File: src/rtl/alu_pkg.sv
// alu_pkg: shared definitions for the alu_muldiv execute unit.
//   - 5-bit operation codes (RV32I integer subset plus RV32M)
//   - FSM state encoding
//   - is_mul / is_div op classifiers
package alu_pkg;

  localparam logic [4:0] OP_ADD    = 5'd0;
  localparam logic [4:0] OP_SUB    = 5'd1;
  localparam logic [4:0] OP_SLL    = 5'd2;
  localparam logic [4:0] OP_SLT    = 5'd3;
  localparam logic [4:0] OP_SLTU   = 5'd4;
  localparam logic [4:0] OP_XOR    = 5'd5;
  localparam logic [4:0] OP_SRL    = 5'd6;
  localparam logic [4:0] OP_SRA    = 5'd7;
  localparam logic [4:0] OP_OR     = 5'd8;
  localparam logic [4:0] OP_AND    = 5'd9;
  localparam logic [4:0] OP_MUL    = 5'd10;
  localparam logic [4:0] OP_MULH   = 5'd11;
  localparam logic [4:0] OP_MULHSU = 5'd12;
  localparam logic [4:0] OP_MULHU  = 5'd13;
  localparam logic [4:0] OP_DIV    = 5'd14;
  localparam logic [4:0] OP_DIVU   = 5'd15;
  localparam logic [4:0] OP_REM    = 5'd16;
  localparam logic [4:0] OP_REMU   = 5'd17;

  typedef enum logic [1:0] {S_IDLE, S_MUL, S_DIV, S_DONE} state_t;

  function automatic logic is_mul(input logic [4:0] op);
    return (op >= OP_MUL) && (op <= OP_MULHU);
  endfunction

  function automatic logic is_div(input logic [4:0] op);
    return (op >= OP_DIV) && (op <= OP_REMU);
  endfunction

endpackage

File: src/rtl/alu_divider.sv
// alu_divider: iterative unsigned restoring divider, one quotient bit per cycle.
// The first iteration is performed on the start edge itself, so done pulses
// XLEN-1 cycles after start and quotient/remainder are valid while done=1.
// Ports:
//   clk, rst        rising-edge clock, synchronous active-high reset (aborts)
//   start           load dividend/divisor magnitudes and begin
//   dividend        unsigned dividend (sampled on start)
//   divisor         unsigned divisor, must be non-zero (sampled on start)
//   done            one-cycle pulse, results valid
//   quotient        unsigned quotient
//   remainder       unsigned remainder
module alu_divider #(
  parameter int XLEN = 32
) (
  input  logic            clk,
  input  logic            rst,
  input  logic            start,
  input  logic [XLEN-1:0] dividend,
  input  logic [XLEN-1:0] divisor,
  output logic            done,
  output logic [XLEN-1:0] quotient,
  output logic [XLEN-1:0] remainder
);

  localparam int CW = $clog2(XLEN);

  logic [XLEN-1:0] rem_q, dvd_q, dvs_q;
  logic [CW-1:0]   cnt;
  logic            busy;

  logic [XLEN-1:0] st_rem, st_dvd, st_dvs;
  logic [XLEN-1:0] nx_rem, nx_dvd;
  logic [XLEN:0]   shifted, diff;

  // One restoring step. The dividend register shifts left and collects
  // quotient bits at its LSB, so after XLEN steps it holds the quotient.
  always_comb begin
    st_rem  = start ? '0 : rem_q;
    st_dvd  = start ? dividend : dvd_q;
    st_dvs  = start ? divisor : dvs_q;
    shifted = {st_rem, st_dvd[XLEN-1]};
    diff    = shifted - {1'b0, st_dvs};
    if (!diff[XLEN]) begin
      nx_rem = diff[XLEN-1:0];
      nx_dvd = {st_dvd[XLEN-2:0], 1'b1};
    end else begin
      nx_rem = shifted[XLEN-1:0];
      nx_dvd = {st_dvd[XLEN-2:0], 1'b0};
    end
  end

  always_ff @(posedge clk) begin
    if (rst) begin
      rem_q <= '0;
      dvd_q <= '0;
      dvs_q <= '0;
      cnt   <= '0;
      busy  <= 1'b0;
      done  <= 1'b0;
    end else begin
      done <= 1'b0;
      if (start) begin
        rem_q <= nx_rem;
        dvd_q <= nx_dvd;
        dvs_q <= divisor;
        cnt   <= CW'(1);
        busy  <= 1'b1;
      end else if (busy) begin
        rem_q <= nx_rem;
        dvd_q <= nx_dvd;
        cnt   <= cnt + 1'b1;
        if (cnt == CW'(XLEN-1)) begin
          busy <= 1'b0;
          done <= 1'b1;
        end
      end
    end
  end

  assign quotient  = dvd_q;
  assign remainder = rem_q;

endmodule

File: src/rtl/alu_muldiv.sv
// alu_muldiv: sequential RV32I/RV32M execute unit with valid/ready handshake.
// Integer ops, illegal ops and divide early-outs finish one cycle after
// accept; iterative multiply/divide finish XLEN+1 cycles after accept.
// Optional build macro ALU_FAST_MUL_EN: multiplies use a single-cycle
// combinational multiplier and the MUL state is not built.
// Ports:
//   clk, rst             rising-edge clock, synchronous active-high reset
//   in_valid / in_ready  request handshake (op, op_a, op_b latched on accept)
//   op                   5-bit op code (alu_pkg)
//   op_a, op_b           operands
//   out_valid/out_ready  result handshake
//   result, zero, illegal registered outputs, held until taken
module alu_muldiv #(
  parameter int XLEN    = 32,
  parameter int SHAMT_W = $clog2(XLEN)
) (
  input  logic            clk,
  input  logic            rst,
  input  logic            in_valid,
  output logic            in_ready,
  input  logic [4:0]      op,
  input  logic [XLEN-1:0] op_a,
  input  logic [XLEN-1:0] op_b,
  output logic            out_valid,
  input  logic            out_ready,
  output logic [XLEN-1:0] result,
  output logic            zero,
  output logic            illegal
);

  import alu_pkg::*;

  state_t          state, next_state;
  logic            accept;
  logic [XLEN-1:0] int_res, mag_a, mag_b, early_res, div_res, res_val;
  logic [SHAMT_W-1:0] shamt;
  logic            sgn_a, sgn_b, signed_div, div_zero, div_ovf, want_rem_in;
  logic            mul_hi_in;
  logic            res_load, ill_val, div_start, div_done;
  logic            q_neg, r_neg, want_rem;
  logic [XLEN-1:0] quo, rem_mag;

  // Negate a 2*XLEN magnitude product if needed and pick the requested half.
  function automatic logic [XLEN-1:0] mul_pick(input logic [2*XLEN-1:0] p,
                                               input logic neg, input logic hi);
    logic [2*XLEN-1:0] s;
    s = neg ? -p : p;
    return hi ? s[2*XLEN-1:XLEN] : s[XLEN-1:0];
  endfunction

  assign in_ready  = (state == S_IDLE) || ((state == S_DONE) && out_ready);
  assign out_valid = (state == S_DONE);
  assign accept    = in_valid && in_ready;
  assign shamt     = op_b[SHAMT_W-1:0];

  // Operand signedness per op. MUL is treated as signed x signed; its low
  // half is identical to the unsigned product anyway.
  always_comb begin
    sgn_a = 1'b0;
    sgn_b = 1'b0;
    case (op)
      OP_MUL, OP_MULH, OP_DIV, OP_REM: begin
        sgn_a = op_a[XLEN-1];
        sgn_b = op_b[XLEN-1];
      end
      OP_MULHSU: sgn_a = op_a[XLEN-1];
      default: ;
    endcase
  end

  // The most-negative value negates to itself, which is its correct
  // unsigned magnitude.
  assign mag_a       = sgn_a ? -op_a : op_a;
  assign mag_b       = sgn_b ? -op_b : op_b;
  assign mul_hi_in   = (op != OP_MUL);
  assign signed_div  = (op == OP_DIV) || (op == OP_REM);
  assign want_rem_in = (op == OP_REM) || (op == OP_REMU);
  assign div_zero    = (op_b == '0);
  assign div_ovf     = signed_div && (op_a == {1'b1, {(XLEN-1){1'b0}}}) && (op_b == '1);
  assign early_res   = div_zero ? (want_rem_in ? op_a : '1)
                                : (want_rem_in ? '0 : op_a);

  always_comb begin
    int_res = '0;
    case (op)
      OP_ADD:  int_res = op_a + op_b;
      OP_SUB:  int_res = op_a - op_b;
      OP_SLL:  int_res = op_a << shamt;
      OP_SLT:  int_res = {{(XLEN-1){1'b0}}, $signed(op_a) < $signed(op_b)};
      OP_SLTU: int_res = {{(XLEN-1){1'b0}}, op_a < op_b};
      OP_XOR:  int_res = op_a ^ op_b;
      OP_SRL:  int_res = op_a >> shamt;
      OP_SRA:  int_res = $unsigned($signed(op_a) >>> shamt);
      OP_OR:   int_res = op_a | op_b;
      OP_AND:  int_res = op_a & op_b;
      default: int_res = '0;
    endcase
  end

`ifdef ALU_FAST_MUL_EN
  logic [2*XLEN-1:0] fast_prod;
  logic [XLEN-1:0]   fast_res;
  assign fast_prod = {{XLEN{1'b0}}, mag_a} * {{XLEN{1'b0}}, mag_b};
  assign fast_res  = mul_pick(fast_prod, sgn_a ^ sgn_b, mul_hi_in);
`else
  localparam int CW = $clog2(XLEN);
  logic [2*XLEN-1:0] mcand, prod, prod_next;
  logic [XLEN-1:0]   mplier, mul_res;
  logic [CW-1:0]     mul_cnt;
  logic              mul_neg, mul_hi, mul_start, mul_last;

  assign prod_next = prod + (mplier[0] ? mcand : '0);
  assign mul_last  = (state == S_MUL) && (mul_cnt == CW'(XLEN-1));
  assign mul_res   = mul_pick(prod_next, mul_neg, mul_hi);

  always_ff @(posedge clk) begin
    if (rst) begin
      mcand   <= '0;
      prod    <= '0;
      mplier  <= '0;
      mul_cnt <= '0;
      mul_neg <= 1'b0;
      mul_hi  <= 1'b0;
    end else if (mul_start) begin
      mcand   <= {{XLEN{1'b0}}, mag_a};
      mplier  <= mag_b;
      prod    <= '0;
      mul_cnt <= '0;
      mul_neg <= sgn_a ^ sgn_b;
      mul_hi  <= mul_hi_in;
    end else if (state == S_MUL) begin
      prod    <= prod_next;
      mcand   <= mcand << 1;
      mplier  <= mplier >> 1;
      mul_cnt <= mul_cnt + 1'b1;
    end
  end
`endif

  alu_divider #(.XLEN(XLEN)) u_div (
    .clk       (clk),
    .rst       (rst),
    .start     (div_start),
    .dividend  (mag_a),
    .divisor   (mag_b),
    .done      (div_done),
    .quotient  (quo),
    .remainder (rem_mag)
  );

  assign div_res = want_rem ? (r_neg ? -rem_mag : rem_mag)
                            : (q_neg ? -quo : quo);

  always_ff @(posedge clk) begin
    if (rst) state <= S_IDLE;
    else     state <= next_state;
  end

  always_comb begin
    next_state = state;
    res_load   = 1'b0;
    res_val    = '0;
    ill_val    = 1'b0;
    div_start  = 1'b0;
`ifndef ALU_FAST_MUL_EN
    mul_start  = 1'b0;
`endif
    case (state)
      S_IDLE, S_DONE: begin
        if (state == S_DONE && out_ready) next_state = S_IDLE;
        if (accept) begin
          if (op > OP_REMU) begin
            next_state = S_DONE;
            res_load   = 1'b1;
            ill_val    = 1'b1;
          end else if (is_div(op)) begin
            if (div_zero || div_ovf) begin
              next_state = S_DONE;
              res_load   = 1'b1;
              res_val    = early_res;
            end else begin
              next_state = S_DIV;
              div_start  = 1'b1;
            end
          end else if (is_mul(op)) begin
`ifdef ALU_FAST_MUL_EN
            next_state = S_DONE;
            res_load   = 1'b1;
            res_val    = fast_res;
`else
            next_state = S_MUL;
            mul_start  = 1'b1;
`endif
          end else begin
            next_state = S_DONE;
            res_load   = 1'b1;
            res_val    = int_res;
          end
        end
      end
`ifndef ALU_FAST_MUL_EN
      S_MUL: begin
        if (mul_last) begin
          next_state = S_DONE;
          res_load   = 1'b1;
          res_val    = mul_res;
        end
      end
`endif
      S_DIV: begin
        if (div_done) begin
          next_state = S_DONE;
          res_load   = 1'b1;
          res_val    = div_res;
        end
      end
      default: next_state = S_IDLE;
    endcase
  end

  // Result registers; zero is recomputed on every write.
  always_ff @(posedge clk) begin
    if (rst) begin
      result   <= '0;
      zero     <= 1'b0;
      illegal  <= 1'b0;
      q_neg    <= 1'b0;
      r_neg    <= 1'b0;
      want_rem <= 1'b0;
    end else begin
      if (res_load) begin
        result  <= res_val;
        zero    <= (res_val == '0);
        illegal <= ill_val;
      end
      if (div_start) begin
        q_neg    <= sgn_a ^ sgn_b;
        r_neg    <= sgn_a;
        want_rem <= want_rem_in;
      end
    end
  end

endmodule

File: config.mk
export PLATFORM = sky130hd
export DESIGN_NAME = alu_muldiv
export DESIGN_NICKNAME = d
export VERILOG_FILES = /design/src/rtl/alu_pkg.sv /design/src/rtl/alu_divider.sv /design/src/rtl/alu_muldiv.sv
export SDC_FILE = /design/constraint.sdc
export NUM_CORES = 2
export LEC_CHECK = 0
export ABC_AREA = 1
export BUFFER_PORTS_ARGS = -buffer_cell sky130_fd_sc_hd__buf_2
export CAP_MARGIN = 20
export CORE_UTILIZATION = 40
export DETAILED_ROUTE_END_ITERATION = 16
export SETUP_SLACK_MARGIN = 0.1
export SKIP_LAST_GASP = 1
export SLEW_MARGIN = 25
export SYNTH_ARGS = -nofsm -noshare
export SYNTH_HDL_FRONTEND = slang
export SYNTH_HIERARCHICAL = 1
export SYNTH_SLANG_ARGS = --single-unit
export TNS_END_PERCENT = 100
File: constraint.sdc
create_clock -name clk -period 6.5 [get_ports clk]
set_input_delay 1.625 -clock clk [delete_from_list [all_inputs] [get_ports clk]]
set_output_delay 1.625 -clock clk [all_outputs]
set_load 0.005 [all_outputs]
==> impl_metrics.env <==
export IMPL_synth_most_common_cell="nand2_1"
export IMPL_clk_pin_slew_ns=0.06
export IMPL_grt_first_pass_wirelength_um=292000
export IMPL_slew_headroom=0.218
export IMPL_synth_top_family_by_area="simple AND/OR/NAND/NOR gates"
export IMPL_post_route_min_period_ns=5.91
export IMPL_worstPathMaxFanout=12
export IMPL_synth_edf_count=0
export IMPL_grtUsageTotal=0.417
export IMPL_num_fill_cells=10615
export IMPL_required_ns=7.05
export IMPL_cts_sinks=309
export IMPL_ff_latch_area_sq_mm=0.00619
export IMPL_wl_um=205000
export IMPL_status="completed"
export IMPL_arrival_ns=6.46
export IMPL_dp_slack_ns=-0.0838
export IMPL_synth_top_area_cell="nand2_1"
export IMPL_ios=109
export IMPL_setup_viol_count_final=0
export IMPL_synth_top_area_frac=0.214
export IMPL_synthFlopType="dfxtp_1"
export IMPL_drcViolationCount=0
export IMPL_synth_seq_cells=309
export IMPL_cts_tree="built"
export IMPL_multi_input_area_sq_mm=0.0263
export IMPL_syn_inst=6881
export IMPL_rows=112
export IMPL_synth_compound_area_frac=0.188
export IMPL_synth_xor_area_frac=0.0205
export IMPL_first_pass_iters=7
export IMPL_cp_buffers_inverters=9
export IMPL_critPathMaxStageDelay_ns=0.43
export IMPL_avgSynthCellArea_sq_um=5.47
export IMPL_timing_fmax_ghz=0.169
export IMPL_worstSetupPathType="input port to flop"
export IMPL_die_height_um=309
export IMPL_insertion_delay_ns=0.64
export IMPL_hold_viol=0
export IMPL_place_hpwl_um=167000
export IMPL_syn2layout_area_growth_pct=11.6
export IMPL_wl_per_cell_um=24.7
export IMPL_via_count=46959
export IMPL_final_util=0.450
export IMPL_grt_antenna_before_repair=10
export IMPL_synth_mux_area_frac=0.0160
export IMPL_finalNonFillerCells=8286
export IMPL_start_util=0.403
export IMPL_synth_simple_gate_area_frac=0.402
export IMPL_rsz0062_at_grt="no"
export IMPL_grt_max_degree=82
export IMPL_synth_nets=7164
export IMPL_die_area_sq_mm=0.0954
export IMPL_ys_warnings_count=6
export IMPL_p_leak_nw=22.3
export IMPL_gp_congestion=1.08
export IMPL_r2r_slack_ns=1.07
export IMPL_overflow=0
export IMPL_grt_pass1_vias=43211
export IMPL_yosysUniqueCellTypes=72
export IMPL_ant_nets=0
export IMPL_min_path_type="flop to flop"
export IMPL_fp_dieW_um=309
export IMPL_cts_made_buffers=42
export IMPL_fin_ws_ns=0.591
export IMPL_fin_crit_sh=0.909
export IMPL_power_w=0.0133
export IMPL_finalNetCount=7282
export IMPL_cts_path_max_buffers=3
export IMPL_yosys_top_cells_area="nand2_1 (21%), dfxtp_1 (16%), inv_1 (11%)"
export IMPL_drt_first_iter_violations=5742
export IMPL_p_per_area_mw_per_mm2=316
export IMPL_synth_seq_area_share=0.164
export IMPL_slew_violations=0
export IMPL_htree_levels=2
export IMPL_async_reset_ff_frac=0
export IMPL_worst_pin_slew_ns=1.16
export IMPL_dp_cells=8209
export IMPL_via_per_inst=5.67
export IMPL_synth_common_cells="nand2_1 (2146), inv_1 (1095), nor2_1 (677)"
export IMPL_final_setup_skew_ns=0.0445
export IMPL_port_buffers=108
export IMPL_drv_cap=0
export IMPL_crit_path_end_kind="flop"
export IMPL_synthAdderAreaFrac=0.0714
export IMPL_start_kind="input port"
export IMPL_core_area_sq_mm=0.0933
export IMPL_root_buffer="clkbuf_16"
export IMPL_cp_top_family="simple AND/OR/NAND/NOR gates"
export IMPL_drive_above_1_share=0.0840
export IMPL_mappedNetlistArea_sq_mm=0.0377
export IMPL_ir_worst_vdd_mv=0.272
export IMPL_cp_common_cell="nand2_1"
export IMPL_cp_slowest_cell="fa_1"
[report_power, final]
group	leakage (nW)	switching [W]	internal [W]
Sequential	2.51	0.000308	0.00219
Clock	0.720	0.00100	0.00154
Combinational	19.1	0.00561	0.00264
Total	22.3	0.00692	0.00637
[flip-flops by register name (all words and copies together), names as in the netlist]
signal	flops
mcand	64
prod	64
mplier	32
result	32
u_div/dvs_q	32
u_div/quotient	32
u_div/remainder	32
mul_cnt	5
u_div/cnt	5
state	2
illegal	1
mul_hi	1
mul_neg	1
q_neg	1
r_neg	1
u_div/busy	1
u_div/done	1
want_rem	1
zero	1
[tightest hold or removal path, stage by stage, from the launching register on]
cell     delay (ns)
dfxtp_1        0.31
nand2_1        0.06
a21oi_1        0.05
[logic make-up (layout without fill, tap and decap cells)]
family / after synthesis / count (layout)
buf+inv: 1375 / 1521
mux: 60 / 60
flops: 309 / 309
xor+xnor: 88 / 88
simple gates: 3617 / 3617
fa+ha+maj: 213 / 213
other cells: 0 / 5
compound gates: 1219 / 1219
[placed cells by master, fill, tap and decap left out, drive strengths merged, types with 56 or more instances in the layout]
cell type / n
o21ai: 429
nor2: 714
nor3: 78
a21oi: 441
buf: 336
ha: 206
xor2: 84
mux2i: 60
nand2: 2208
inv: 1108
nand4: 66
dfxtp: 309
nand3: 460
o211ai: 94
clkbuf: 56
[path summary, 6_finish.rpt]
kind | startpoint | endpoint | cells past startpoint
worst max-delay path | op_a[2] | u_div/remainder[7] | 39
worst min register to register | mcand[63] | mcand[63] | 2
worst max register to register | mplier[0] | zero | 28
worst min-delay path | mcand[63] | mcand[63] | 2
[metal layers]
metal / part of all wire / vias to the layer above / global-route usage
li1: - / 22247 / -
met5: 0.00017 / - / 0
met2: 0.43 / 2404 / 0.645
met4: 0.061 / 6 / 0.227
met1: 0.42 / 21845 / 0.546
met3: 0.095 / 457 / 0.0784
[stage by stage]
| step | area (sq um) | hold WS (ns) | setup TNS (ns) |
|---|---|---|---|
| after floorplan | 37700 | 0.441 | 0 |
| after global placement | 40500 | 0.452 | 0 |
| after detailed placement | 40500 | 0.452 | -1.75 |
| after CTS | 42000 | 0.468 | 0 |
| after global routing | 42000 | 0.498 | 0 |
| final | 42000 | 0.470 | 0 |
[final cells by class]
| cell class | count | share of cell area |
|---|---|---|
| Clock inverter | 16 | 0.00593 |
| Clock buffer | 56 | 0.0287 |
| Sequential cell | 309 | 0.147 |
| Antenna cell | 5 | 0.000298 |
| Multi-Input combinational cell | 5197 | 0.626 |
| Inverter | 1113 | 0.0995 |
| Tap cell | 1254 | 0.0374 |
| Timing Repair Buffer | 336 | 0.0549 |
[repair_timing]
action                                 in CTS  in global routing
setup endpoints to repair                   0                 32
setup buffers                               0                  0
hold buffers                                0                  0
endpoints found under the hold margin       0                  0
gates resized for setup                     0                  2
Power figures use the tool's default switching activity.
